### config.mk
export PLATFORM = sky130hd
export DESIGN_NAME = fp_result_collector
export DESIGN_NICKNAME = d
export VERILOG_FILES = /design/src/rtl/fp_result_collector.sv
export SDC_FILE = /design/constraint.sdc
export NUM_CORES = 1
export LEC_CHECK = 0
export CORE_MARGIN = 2
export CORE_UTILIZATION = 45
export DETAILED_ROUTE_END_ITERATION = 8
export PLACE_DENSITY = 0.7
export SYNTH_ARGS = -nofsm -noshare
export SYNTH_HDL_FRONTEND = slang
export SYNTH_SLANG_ARGS = --single-unit
### constraint.sdc
create_clock -name clk -period 6.12 [get_ports clk]
set_input_delay 1.224 -clock clk [delete_from_list [all_inputs] [get_ports clk]]
set_output_delay 1.224 -clock clk [all_outputs]
set_load 0.02 [all_outputs]
### src/rtl/fp_result_collector.sv
`default_nettype none
// ============================================================================
// Module   : fp_result_collector
// Brief    : In-order result FIFO for the pipelined FP multiplier, with issue
//            credits, sticky exception flags and a sticky protocol-error flag.
// Revision : 1.0 - initial release
// ============================================================================
module fp_result_collector #(
    parameter int DEPTH = 8
) (
    input  logic                   clk,
    input  logic                   rst_n,
    input  logic                   issue_valid,
    output logic                   issue_ready,
    input  logic                   res_valid,
    input  logic [31:0]            res_data,
    input  logic                   res_overflow,
    input  logic                   res_underflow,
    input  logic                   res_inexact,
    input  logic                   res_invalid,
    output logic                   out_valid,
    input  logic                   out_ready,
    output logic [31:0]            out_data,
    output logic [3:0]             out_flags,
    output logic [3:0]             fflags,
    input  logic                   fflags_clr,
    output logic [$clog2(DEPTH):0] count,
    output logic                   proto_err
);
    localparam int c_AW = $clog2(DEPTH);
    localparam int c_CW = c_AW + 1;
    localparam logic [c_CW-1:0] c_DEPTH   = c_CW'(DEPTH);
    localparam logic [c_CW-1:0] c_CNT_ONE = c_CW'(1);
    localparam logic [c_AW-1:0] c_PTR_ONE = c_AW'(1);

    logic [35:0]     r_mem [DEPTH];
    logic [c_AW-1:0] r_wr_ptr;
    logic [c_AW-1:0] r_rd_ptr;
    logic [c_CW-1:0] r_count;
    logic [c_CW-1:0] r_in_flight;
    logic [3:0]      r_fflags;
    logic            r_proto_err;

    logic            w_deq;
    logic            w_enq;
    logic            w_full;
    logic            w_drop;
    logic            w_orphan;
    logic            w_overissue;
    logic [35:0]     w_head;
    logic [c_CW:0]   w_committed;
    logic [c_CW-1:0] w_count_nxt;
    logic [c_CW-1:0] w_in_flight_nxt;
    logic [3:0]      w_fflags_nxt;

    assign w_head    = r_mem[r_rd_ptr];
    assign out_valid = (r_count != '0);
    assign out_data  = out_valid ? w_head[31:0]  : '0;
    assign out_flags = out_valid ? w_head[35:32] : '0;

    // Credits consider only registered state, so a same-cycle dequeue frees a slot one cycle later.
    assign w_committed = {1'b0, r_in_flight} + {1'b0, r_count};
    assign issue_ready = (w_committed < {1'b0, c_DEPTH});

    assign w_full      = (r_count == c_DEPTH);
    assign w_deq       = out_valid & out_ready;
    assign w_enq       = res_valid & (~w_full | w_deq);
    assign w_drop      = res_valid & w_full & ~w_deq;
    assign w_orphan    = res_valid & (r_in_flight == '0);
    assign w_overissue = issue_valid & ~issue_ready;

    always_comb begin
        w_count_nxt = r_count;
        if (w_enq && !w_deq) begin
            w_count_nxt = r_count + c_CNT_ONE;
        end else if (!w_enq && w_deq) begin
            w_count_nxt = r_count - c_CNT_ONE;
        end
    end

    always_comb begin
        w_in_flight_nxt = r_in_flight;
        if (issue_valid && !res_valid && (r_in_flight != c_DEPTH)) begin
            w_in_flight_nxt = r_in_flight + c_CNT_ONE;
        end else if (res_valid && !issue_valid && (r_in_flight != '0)) begin
            w_in_flight_nxt = r_in_flight - c_CNT_ONE;
        end
    end

    // A clear coinciding with a retirement keeps the retiring flags.
    always_comb begin
        w_fflags_nxt = r_fflags;
        if (fflags_clr) begin
            w_fflags_nxt = w_deq ? w_head[35:32] : 4'b0000;
        end else if (w_deq) begin
            w_fflags_nxt = r_fflags | w_head[35:32];
        end
    end

    always_ff @(posedge clk or negedge rst_n) begin
        if (!rst_n) begin
            for (int i = 0; i < DEPTH; i++) begin
                r_mem[i] <= '0;
            end
            r_wr_ptr    <= '0;
            r_rd_ptr    <= '0;
            r_count     <= '0;
            r_in_flight <= '0;
            r_fflags    <= '0;
            r_proto_err <= 1'b0;
        end else begin
            if (w_enq) begin
                r_mem[r_wr_ptr] <= {res_invalid, res_overflow, res_underflow, res_inexact, res_data};
                r_wr_ptr        <= r_wr_ptr + c_PTR_ONE;
            end
            if (w_deq) begin
                r_rd_ptr <= r_rd_ptr + c_PTR_ONE;
            end
            r_count     <= w_count_nxt;
            r_in_flight <= w_in_flight_nxt;
            r_fflags    <= w_fflags_nxt;
            if (w_overissue || w_orphan || w_drop) begin
                r_proto_err <= 1'b1;
            end
        end
    end

    assign count     = r_count;
    assign fflags    = r_fflags;
    assign proto_err = r_proto_err;

endmodule
`default_nettype wire

# After elaboration in Yosys (flattened, before gate mapping)
# Index checks and enable logic that the tools add are counted.
# word_totals
reg_bits,307
in_bits,42
# op_classes
add_sub_neg,7
order_cmp,4
eq_ne,2
muxes,15
bitwise_logic,13
reduce_logical,19
# ops
op,count
$bwmux 288,1
$bmux 36 s3,1
$demux 36 s3,1
$mux 36,3
$mux 32,1
$mux 4,8
$add 4x1->4 const B,2
$ge 4x4->1 const B,2
$not 3->4,2
$reduce_bool 4->1,2
$sub 4x1->4 const B,2
$logic_and 1x1->1,7
$add 3x1->3 const B,2
$and 1x1->1,6
$reduce_bool 2->1,3
$add 4x4->5,1
$lt 5x4->1 const B,1
$eq 4x4->1 const B,1
$logic_not 1->1,4
$logic_not 4->1,1
$lt 4x1->1 const B,1
$ne 4x4->1 const B,1
$or 4x4->4,1
$not 1->1,3
2 further kinds,3

# Logic depth before layout (Yosys ltp)
# logic_depth
ltp_word,8
mapped_depth,10
mapped_depth_nobuf,10

# Least setup slack after synthesis
# OpenSTA, ideal clock, no wires.
# synth_timing
path_kind,reg-to-output
from,register r_count[1] (netlist: count[1])
to,output port issue_ready
t_arrival_ns,2.335
required_ns,4.896
setup_slack_ns,2.561
path_stages_with_launch,4
path_cell_list,dfrtp_1 -> ha_1 -> a31o_2 -> a2111oi_0
# synth_via
elab_chain_len,2
# synth_lines
item,line_no,rtl
start: declaration,39,logic [c_CW-1:0] r_count;
start signal: assignment,119,r_count <= w_count_nxt;
$add 4x4->5,62,"assign w_committed = {1'b0, r_in_flight} + {1'b0, r_count};"
$lt 5x4->1,63,"assign issue_ready = (w_committed < {1'b0, c_DEPTH});"
end: declaration,14,"output logic issue_ready,"
# Every way passes these cells.

# Final worst setup path
# layout_timing
from,register r_rd_ptr[0]
to,output port out_data[5]
# layout_via
elab_chain_len,5
# layout_lines
item,line_no,rtl
start: declaration,38,logic [c_AW-1:0] r_rd_ptr;
start signal: assignment,117,r_rd_ptr <= r_rd_ptr + c_PTR_ONE;
$not 3->4 (not written as such),56,assign w_head = r_mem[r_rd_ptr];
$bmux 36 s3,56,
$mux 36 (not written as such) (2 in a row),56,
$mux 32,58,assign out_data = out_valid ? w_head[31:0] : '0;
end: declaration,23,"output logic [31:0] out_data,"
# Every way passes these cells. The select of a mux whose other input is x is not followed.

==> results.txt <==
* Fraction of the yosys area taken by sequential cells: 54.1%
- Final hold vios: 0
* Number of nets produced by synthesis: 935
- Clock latency on the worst-skew pair, taken at its later pin, is 520 ps.
* Netlist Area Pre-Place: 14,200 um2
- For this run, the total global-route usage over all layers was measured as 18.6%.
* Placement Setup Slack: 1870 ps
- Count of nets after finishing: 1,020
- Max Clock Skew: 19.1 ps
- Layout cell share with drive strength beyond 1: 45.1%
- DRC errors left: 0
* Transition time at the pin with the least slew margin: 1090 ps
* Worst setup startpoint: r_rd_ptr[0]
- Area Overhead vs Synth: 16.8%
* Vias per std cell: 5.58
- Commonest non-fill, non-tap cells in the layout: dfrtp_1 (304), mux2_2 (251), clkdlybuf4s50_1 (87)
- STA classifies the critical path startpoint as a flip-flop.
- After clock tree synthesis, the flow added hold-fix buffers numbering 0.
- CTS saw 307 sinks.
* Buffers added on ports: 88
* Die area: 33,000 um2
* Minimum clock period after layout: 4600 ps
- The pre-antenna-repair detailed-routing pass consisted of 6 iterations.
* Post-DP HPWL: 16,900 um
* Clock tree from TritonCTS: built
- Sorting the synthesized cells by area gives the leading types as dfrtp_1 (54%), mux2_2 (20%), mux4_2 (11%).
- Total leakage power: 7.22 nW
- Final Routed Wirelength: 29,500 um
- The tree is rooted in a clkbuf_16.
- Syn Inst Count: 881
- Initial DRC count: 457
* Cell area power density: 618 nW/um2
* Via count of the first global-routing pass: 8,488
- Vias after detailed routing: 7,790
- The startpoint identified for the worst hold timing path is proto_err.
- Number of warnings reported in the yosys synthesis log: 0
- Placeable Area: 31,300 um2
- Std cell rows: 65
* Average cell area after synthesis: 16.1 um2
- Initial antenna violation count: 1
* Class of the tightest hold or removal check: flip-flop to flip-flop
- In this run the remaining antenna-violating nets after routing total 0.
- Once layout is complete, the utilization of the core stands at 53.0%.
* Gp weighted congestion: 0.700
- For this configuration, the core starts out at a cell density of 45.4%.
- Die Wd: 182 um
- Number of ports placed on the die boundary: 89
- Setup_tns: 0 ps
- The critical path in this run is classified as flip-flop to primary output.
- In this run the worst path has a maximum fanout of 46.
- Final setup viols: 0
- The H-tree generated during clock tree synthesis spans 2 levels.
* First-pass GRT wire length: 48,400 um
- Number of pins exceeding their max-slew limit in the final report: 0
- The total overflow left after global routing is 0.
- Post-CTS setup-driven buffer insertion count: 0
- Ratio of final minimum period to clock period: 75.2%
- Required time reported for the critical path endpoint: 4900 ps
* Top-area cell type share of the netlist area: 54.1%
- The netlist uses 41 different library cells.
- The worst-case IR drop observed on VDD is 0.000289 V.
* Wire length per cell after detailed routing: 21.2 um
- Derived from the worst setup path, the maximum achievable clock frequency is 0.217 GHz.
* Kind of end point of the critical path: primary output
- Buffers inserted during clock tree synthesis total 35.
- Data on the critical path arrives at its endpoint at 3380 ps.
- After clock tree synthesis, the clock-pin slew on the worst setup and hold paths is 50 ps.
- Across all setup checks in the final design, the least slack found is 1520 ps.
* Outcome: completed
- Number of violations of the max-capacitance limit: 0
- Post-CTS sizing: 0
- Entering global routing, the biggest net connects 123 pins.
- Cell type with the largest total area after synthesis: dfrtp_1
- Flop and latch count out of synthesis: 307
* Max Buffers Root-to-Sink: 3
- In this run the vertical extent of the chip is 182 um.
- Setup repair after global routing missed its margin: no
- The library cell used most frequently in the layout, excluding fill and tap cells, is dfrtp_1.
- The worst register-to-register path begins at count[0].
- In this run the tightest slew margin relative to its limit is 27.4%.
final cells by class:
class / instances / area [um2]
clock buffer: 56 / 1090
inverter: 10 / 37.5
fill: 2525 / 14700
clock inverter: 6 / 48.8
timing repair buffer: 102 / 1020
antenna: 2 / 5.00
tap: 402 / 503
sequential: 307 / 7690
multi-input combinational: 510 / 6200
power breakdown:
part,switching [mW],internal [mW]
combinational,1.73,2.64
sequential,0.789,3.06
clock,0.810,1.22
total,3.33,6.92
path summary, 6_finish.rpt:
kind,endpoint,slack (ps),cells after the start
worst max-delay path,out_data[5],1520,5
max in group asynchronous,r_mem[8],4140,2
worst min-delay path,proto_err,480,1
worst max register to register,count[3],2720,10
worst min register to register,proto_err,480,1
min in group asynchronous,r_mem[138],800,1
cell families (layout without fill, tap and decap cells):
group | Yosys count | in the layout | share of synthesized area, %
flip-flops | 307 | 307 | 54.1
buffers and inverters | 64 | 174 | 2.34
multiplexers | 402 | 402 | 38.3
other | 0 | 2 | 0
AND/OR/NAND/NOR | 64 | 64 | 2.35
adder cells (fa/ha/maj) | 12 | 12 | 1.16
XOR/XNOR | 8 | 8 | 0.493
AO/OA/AOI/OAI | 24 | 24 | 1.23
per-stage QoR:
step | cell area, um2 | cells | hold slack [ps] | total power, mW
floorplan | 14200 | 881 | 474 | 6.81
detailed placement | 15400 | 1331 | 474 | 8.30
finish | 16600 | 1395 | 475 | 10.2
global placement | 15400 | 1331 | 474 | 8.17
CTS | 16600 | 1393 | 486 | 10.4
global route | 16600 | 1393 | 505 | 10.9
worst max-delay path: stages (launching register included):
cell and delay [ps]:
dfrtp_4 1090, buf_12 350, mux4_2 540, mux2i_1 260
nor2_1 70, clkdlybuf4s50_1 550
per-layer routing:
metal | vias up | part of all wire (%) | track usage, %
met4 | 0 | 1.6 | 4.33
met5 | - | 0 | 0
li1 | 3447 | - | -
met3 | 35 | 3.5 | 3.03
met1 | 4196 | 46 | 25.6
met2 | 112 | 49 | 31.2
state kept, by name, indices dropped and copies added (netlist names):
signal and flops:
r_mem 288, count 4, fflags 4, r_in_flight 4, r_rd_ptr 3, r_wr_ptr 3, proto_err 1
synth_stat cells, drive strengths merged:
cell type  number
a2111oi         3
a211o           1
a211oi          1
a21o            2
a21oi           2
a311oi          1
a31o            2
buf            38
clkbuf         16
dfrtp         307
fa              2
ha             10
inv            10
mux2          292
mux2i          38
mux4           72
nand2           8
nand3           4
nand3b          1
nand4           1
nand4b          3
nor2           37
nor2b           2
nor3            4
nor4            1
o211ai          1
o21a            1
o21ai           5
o22ai           4
o31ai           1
or3             1
or4b            2
xnor2           6
xor2            2
Power figures use the tool's default switching activity.
